--- config.mk ---
export PLATFORM = sky130hd
export DESIGN_NAME = ifetch_ctrl
export DESIGN_NICKNAME = d
export VERILOG_FILES = /design/src/rtl/ifetch_ctrl.sv
export SDC_FILE = /design/constraint.sdc
export NUM_CORES = 1
export LEC_CHECK = 0
export BUFFER_PORTS_ARGS = -buffer_cell sky130_fd_sc_hd__buf_2
export CAP_MARGIN = 20
export CORE_MARGIN = 2
export CORE_UTILIZATION = 60
export DETAILED_ROUTE_END_ITERATION = 12
export HOLD_SLACK_MARGIN = 0.05
export PLACE_DENSITY = 0.84
export SETUP_SLACK_MARGIN = 0.3
export SKIP_CTS_REPAIR_TIMING = 1
export SYNTH_ARGS = -nofsm -noshare
export SYNTH_HDL_FRONTEND = slang
export SYNTH_SLANG_ARGS = --single-unit
--- constraint.sdc ---
create_clock -name clk -period 5.1 [get_ports clk]
set_input_delay 0.255 -clock clk [delete_from_list [all_inputs] [get_ports clk]]
set_output_delay 0.255 -clock clk [all_outputs]
set_load 0.01 [all_outputs]
--- src/rtl/ifetch_ctrl.sv ---
// Instruction fetch controller: owns the fetch PC, prefetches words into a circular queue, hands the head to decode.
// Latency: first word is valid 2 cycles after start and 1 cycle after redirect; after that, one word per cycle.
// Backpressure: out_ready low fills the queue to DEPTH, then the fetch PC holds; redirect flushes the queue.
module ifetch_ctrl #(
    parameter int          DEPTH    = 4,
    parameter logic [31:0] RESET_PC = 32'h0000_0000
) (
    input  logic                     clk,
    input  logic                     rst_n,
    input  logic                     start,
    input  logic [31:0]              start_pc,
    input  logic                     stop,
    input  logic                     redirect,
    input  logic [31:0]              redirect_pc,
    output logic [31:0]              imem_addr,
    input  logic [31:0]              imem_instr,
    output logic                     out_valid,
    input  logic                     out_ready,
    output logic [31:0]              out_instr,
    output logic [31:0]              out_pc,
    output logic                     busy,
    output logic [$clog2(DEPTH):0]   count
);

    localparam int AW = $clog2(DEPTH);
    localparam int CW = AW + 1;

    typedef enum logic [1:0] {
        IDLE  = 2'd0,
        RUN   = 2'd1,
        DRAIN = 2'd2
    } state_t;

    typedef struct packed {
        logic [31:0] pc;
        logic [31:0] instr;
    } entry_t;

    state_t        state_q, state_d;
    logic [31:0]   fetch_pc_q, fetch_pc_d;
    logic [AW-1:0] head_q, head_d;
    logic [AW-1:0] tail_q, tail_d;
    logic [CW-1:0] count_q, count_d;
    entry_t        q_mem [DEPTH];

    logic pop;
    logic push;

    // Only word-aligned addresses are fetched; the low byte-offset bits are dropped.
    logic unused_low_bits;
    assign unused_low_bits = ^{start_pc[1:0], redirect_pc[1:0]};

    assign pop  = (count_q != '0) && out_ready;
    assign push = (state_q == RUN) && !stop && !redirect
                  && ((count_q < CW'(DEPTH)) || pop);

    always_comb begin
        state_d    = state_q;
        fetch_pc_d = fetch_pc_q;
        head_d     = head_q;
        tail_d     = tail_q;
        count_d    = count_q + CW'(push) - CW'(pop);

        if (push) begin
            tail_d     = tail_q + AW'(1);
            fetch_pc_d = fetch_pc_q + 32'd4;
        end
        if (pop) begin
            head_d = head_q + AW'(1);
        end

        case (state_q)
            IDLE: begin
                if (start) begin
                    state_d    = RUN;
                    fetch_pc_d = {start_pc[31:2], 2'b00};
                end
            end
            RUN: begin
                if (stop) begin
                    state_d = DRAIN;
                end
            end
            DRAIN: begin
                if ((count_q == '0) || ((count_q == CW'(1)) && pop)) begin
                    state_d = IDLE;
                end
            end
            default: state_d = IDLE;
        endcase

        // A pop in the redirect cycle still completes; everything left behind is stale.
        if (redirect) begin
            head_d     = '0;
            tail_d     = '0;
            count_d    = '0;
            fetch_pc_d = {redirect_pc[31:2], 2'b00};
            if (state_q == DRAIN) begin
                state_d = IDLE;
            end
        end
    end

    always_ff @(posedge clk) begin
        if (!rst_n) begin
            state_q    <= IDLE;
            fetch_pc_q <= RESET_PC;
            head_q     <= '0;
            tail_q     <= '0;
            count_q    <= '0;
        end else begin
            state_q    <= state_d;
            fetch_pc_q <= fetch_pc_d;
            head_q     <= head_d;
            tail_q     <= tail_d;
            count_q    <= count_d;
        end
    end

    always_ff @(posedge clk) begin
        if (push) begin
            q_mem[tail_q] <= '{pc: fetch_pc_q, instr: imem_instr};
        end
    end

    assign imem_addr = fetch_pc_q;
    assign out_valid = (count_q != '0);
    assign out_instr = out_valid ? q_mem[head_q].instr : 32'h0;
    assign out_pc    = out_valid ? q_mem[head_q].pc    : 32'h0;
    assign busy      = (state_q != IDLE);
    assign count     = count_q;

endmodule

==> impl_results.html <==
<table>
<tr><th>Metric</th><th>Value</th></tr>
<tr><th colspan="2">Worst setup path</th></tr>
<tr><td>Critical path type</td><td>reg2reg</td></tr>
<tr><td>Required time of the critical path</td><td>5.51 ns</td></tr>
<tr><td>Flop-to-flop setup slack</td><td>between 1.5 and 2 ns</td></tr>
<tr><td>Arrival @ worst endpoint</td><td>3.85 ns</td></tr>
<tr><td>Launch point of the critical path</td><td>state_q[0]</td></tr>
<tr><td>Cell type group with the largest total delay on the critical path</td><td>simple AND/OR/NAND/NOR gates</td></tr>
<tr><td>Slowest CP cell</td><td>nor2_1</td></tr>
<tr><td>Number of cells on the worst reg-to-reg path</td><td>11</td></tr>
<tr><td>Biggest fanout along the worst timing path</td><td>11</td></tr>
<tr><td>Kind of launch point of the worst setup path</td><td>flop</td></tr>
<tr><td>Element type at the critical path end</td><td>flop</td></tr>
<tr><td>R2r endpoint</td><td>count[2]</td></tr>
<tr><td>Crit path buf inv count</td><td>3</td></tr>
<tr><td>Cell Chain, Critical Path</td><td>or4b_4 &gt; nor2_1 &gt; inv_1 &gt; ha_1 &gt; inv_1 &gt; ha_1 &gt; inv_1 &gt; fa_1 &gt; xor2_1 &gt; xnor2_1 &gt; nor2_1</td></tr>
<tr><td>Largest stage delay on the critical path</td><td>around 0.63 ns</td></tr>
<tr><td>Cell occurring most often along the worst timing path</td><td>inv_1</td></tr>
<tr><td>R2R Path Start</td><td>state_q[0]</td></tr>
<tr><th colspan="2">Detailed routing</th></tr>
<tr><td>Number of remaining DRC errors</td><td>0</td></tr>
<tr><td>Via count of the routed design</td><td>approximately 7000</td></tr>
<tr><td>Final routed wire length divided by cell count</td><td>20.32 um</td></tr>
<tr><td>DRC violation total after the first TritonRoute iteration</td><td>between 500 and 600</td></tr>
<tr><td>Vias per cell</td><td>~5.7</td></tr>
<tr><td>First-pass iteration count of the detailed router</td><td>5</td></tr>
<tr><td>Post-DRT Antenna Nets</td><td>0</td></tr>
<tr><td>Wire length after detailed routing</td><td>roughly 25 mm</td></tr>
<tr><th colspan="2">Power</th></tr>
<tr><td>Switching share of power</td><td>0.2032</td></tr>
<tr><td>Portion of total power attributed to sequential cells</td><td>0.541</td></tr>
<tr><td>Power spent charging and discharging nets</td><td>0.001028 W</td></tr>
<tr><td>Worst vdd ir</td><td>a little under 300 uV</td></tr>
<tr><td>Overall power</td><td>roughly 0.0051 W</td></tr>
<tr><td>Leakage</td><td>roughly 5.3 nW</td></tr>
<tr><td>Clock power share</td><td>0.407</td></tr>
<tr><td>Power per cell area</td><td>roughly 340 mW/mm^2</td></tr>
<tr><td>Combinational fraction of design power</td><td>0.052</td></tr>
<tr><td>P_int</td><td>0.004033 W</td></tr>
<tr><th colspan="2">Timing</th></tr>
<tr><td>Headroom to the max-slew limit</td><td>0.3188</td></tr>
<tr><td>Setup repair after global routing missed its margin</td><td>no</td></tr>
<tr><td>Number of hold-slack violations in the final timing report</td><td>0</td></tr>
<tr><td>Setup tns final</td><td>0 ns</td></tr>
<tr><td>Slew @ Worst Pin</td><td>about 1.0 ns</td></tr>
<tr><td>Final setup skew</td><td>between 0.01 and 0.015 ns</td></tr>
<tr><td>Fin Hold WS</td><td>around 0.05 ns</td></tr>
<tr><td>Part of the cycle the worst path needs</td><td>0.6757</td></tr>
<tr><td>Slew Viols, Final</td><td>0</td></tr>
<tr><td>Tmin final</td><td>3.446 ns</td></tr>
<tr><td>Setup violations, final</td><td>0</td></tr>
<tr><td>Max Freq</td><td>~290 MHz</td></tr>
<tr><th colspan="2">GRT</th></tr>
<tr><td>Total routing usage reported by global routing</td><td>0.2330</td></tr>
<tr><td>GR Util met1</td><td>0.3287</td></tr>
<tr><td>Antenna violations before repair</td><td>0</td></tr>
<tr><td>Number of global-route vias before repair</td><td>around 7000</td></tr>
<tr><td>Overflow left after global routing</td><td>0</td></tr>
<tr><td>First-pass GRT wire length</td><td>38.64 mm</td></tr>
<tr><td>Met3 global-route usage</td><td>0.03906</td></tr>
<tr><td>Met2 track utilization from global routing</td><td>0.3939</td></tr>
<tr><td>Pin count of the biggest net entering global routing</td><td>67</td></tr>
<tr><td>Layer carrying the most global-route usage</td><td>met2</td></tr>
<tr><th colspan="2">Logic synthesis</th></tr>
<tr><td>Number of enable-type register cells in the synthesized netlist</td><td>~260</td></tr>
<tr><td>Post-synth cell types</td><td>44</td></tr>
<tr><td>Proportion of synthesized flip-flops having asynchronous set or reset</td><td>0</td></tr>
<tr><td>Synthesized netlist cell count</td><td>between 700 and 800</td></tr>
<tr><td>Library cell occupying the most area in the post-synthesis netlist</td><td>edfxtp_1</td></tr>
<tr><td>Total nets after synthesis</td><td>approximately 840</td></tr>
<tr><td>Seq/Total Area, Yosys</td><td>0.7014</td></tr>
<tr><td>Cell Area, Synth</td><td>roughly 0.012 mm^2</td></tr>
<tr><td>Average cell area after synthesis</td><td>16.74 um^2</td></tr>
<tr><td>Share of Yosys cell area claimed by the top area cell type</td><td>0.6307</td></tr>
<tr><td>Flops &amp; latches, synth</td><td>299</td></tr>
<tr><td>Dominant register cell in the synthesized netlist</td><td>edfxtp_1</td></tr>
<tr><td>Most used standard cell by instance count after synthesis</td><td>edfxtp_1</td></tr>
<tr><td>Largest cells by area after synthesis</td><td>edfxtp_1 (63%), mux4_2 (12%), dfxtp_1 (7.1%), and2_1 (3.6%), nand2_1 (1.5%)</td></tr>
<tr><td>Most common library cells after synthesis</td><td>edfxtp_1 (256), and2_1 (71), mux4_2 (64)</td></tr>
<tr><td>Yosys warns</td><td>0</td></tr>
<tr><th colspan="2">Placed design</th></tr>
<tr><td>PortBufs</td><td>198</td></tr>
<tr><td>Final Wtd Congestion</td><td>around 0.83</td></tr>
<tr><td>DPL Wire Length</td><td>between 15 and 20 mm</td></tr>
<tr><th colspan="2">Floorplanning</th></tr>
<tr><td>Effective utilization at floorplan</td><td>0.6062</td></tr>
<tr><td># rows</td><td>52</td></tr>
<tr><td>Total core area</td><td>roughly 0.020 mm^2</td></tr>
<tr><td>Ports</td><td>between 200 and 250</td></tr>
<tr><td>Area of the die</td><td>between 0.02 and 0.025 mm^2</td></tr>
<tr><td>Die extent in y</td><td>between 100 and 150 um</td></tr>
<tr><td>Die Wd</td><td>roughly 150 um</td></tr>
<tr><th colspan="2">Status</th></tr>
<tr><td>Result of the run</td><td>complete, no violations</td></tr>
<tr><th colspan="2">Clock network</th></tr>
<tr><td>Largest buffer count on any clock path</td><td>3</td></tr>
<tr><td>Root buf cell</td><td>clkbuf_16</td></tr>
<tr><td>Worst-path clk slew</td><td>about 0.060 ns</td></tr>
<tr><td>CTS HTree Levels</td><td>1</td></tr>
<tr><td>Sink count of the clock tree</td><td>around 300</td></tr>
<tr><td>Inserted Clock Buffers</td><td>29</td></tr>
<tr><td>TritonCTS clock tree</td><td>yes</td></tr>
<tr><td>Clk Latency, worst-skew pair</td><td>~0.52 ns</td></tr>
<tr><th colspan="2">Finish</th></tr>
<tr><td>Fillers</td><td>between 1000 and 1500</td></tr>
<tr><td>Synthesis-to-layout area growth</td><td>20.54%</td></tr>
<tr><td>Ratio of cells with drive above 1 in the final layout</td><td>0.3265</td></tr>
<tr><td>NumNets Final</td><td>around 1100</td></tr>
<tr><td>Final Util</td><td>0.7308</td></tr>
<tr><td>Antenna diode instance count</td><td>0</td></tr>
<tr><th colspan="2">Job</th></tr>
<tr><td>Max capacitance violation total</td><td>0</td></tr>
<tr><th colspan="2">Worst hold path</th></tr>
<tr><td>Hold Path Sink</td><td>imem_addr[29]</td></tr>
<tr><td>Cell depth of the worst hold path</td><td>4</td></tr>
<tr><td>Type of the tightest min-delay check</td><td>in2reg</td></tr>
<tr><td>Hold wc startpoint</td><td>start_pc[29]</td></tr>
</table>
==> worst max path at each step <==
stage             endpoint  slack, ns  depth (start not counted)
5_1_grt           count[2]       1.47                         11
2_1_floorplan  q_mem[0][0]       1.98                          3
3_3_place_gp      count[2]       1.64                         12
4_1_cts           count[2]       1.73                         11
6_report          count[2]       1.65                         11
3_5_place_dp      count[2]       1.53                         12
==> cell families (layout without fill, tap and decap cells) <==
family	count (synthesis)	after routing	synth area share
adder cells (fa/ha/maj)	8	8	0.008828
AO/OA/AOI/OAI	66	66	0.03665
flip-flops	299	299	0.7014
multiplexers	65	65	0.1191
XOR/XNOR	31	31	0.02228
AND/OR/NAND/NOR	208	208	0.09558
buffers and inverters	51	300	0.01622
==> sequential cells by signal, indices dropped and copies added (netlist names), named ones only <==
register   flops
head_q         2
imem_addr     30
tail_q         2
q_mem        256
count          3
state_q        2
==> through the flow <==
stage	cell area, um^2	worst slack, ns	instances
after floorplan	12190	1.975	728
after global placement	13420	1.637	1161
after detailed placement	13420	1.534	1161
after CTS	14340	1.730	1212
after global routing	14690	1.465	1247
final	14690	1.654	1247
==> layout by cell type, fill, tap and decap left out, types with 21 or more instances in the layout <==
master         netlist  final
clkbuf_16            0     29
buf_2                2    198
and2_1              71     71
dfxtp_1             43     41
o21ai_0             26     26
mux4_2              64     64
xnor2_1             21     21
dlygate4sd3_1        0     35
nand2_1             49     49
edfxtp_1           256    256
==> worst register-to-register path, delay by kind of cell, from the launching register on <==
kind | cells | cell delay, ns
adder cells (fa/ha/maj) | 3 | 0.86
flip-flops | 1 | 0.46
XOR/XNOR | 2 | 0.36
buffers and inverters | 3 | 0.40
AND/OR/NAND/NOR | 3 | 1.24
==> layout make-up <==
type	count	area, um^2	area share
tap	270	337.8	0.02299
multi-input combinational	378	3463	0.2357
clock inverter	13	138.9	0.009453
clock buffer	38	779.5	0.05306
timing repair buffer	237	1371	0.09334
inverter	12	45.04	0.003066
sequential	299	8556	0.5824
==> power by group through the flow <==
stage               clock network, W  registers [W]  logic (W)
floorplan                          0        0.00278   0.000121
global placement                   0        0.00279   0.000234
detailed placement                 0        0.00279   0.000239
CTS                          0.00209        0.00274   0.000241
global route                 0.00219        0.00274   0.000286
finish                       0.00206        0.00274   0.000262
==> metal layers <==
| metal | vias up | part of all wire |
|---|---|---|
| li1 | 3283 | - |
| met1 | 3524 | 0.42 |
| met2 | 307 | 0.50 |
| met3 | 29 | 0.072 |
| met4 | 0 | 0.013 |
| met5 | - | 0 |
(Power assumes the default switching activity.)
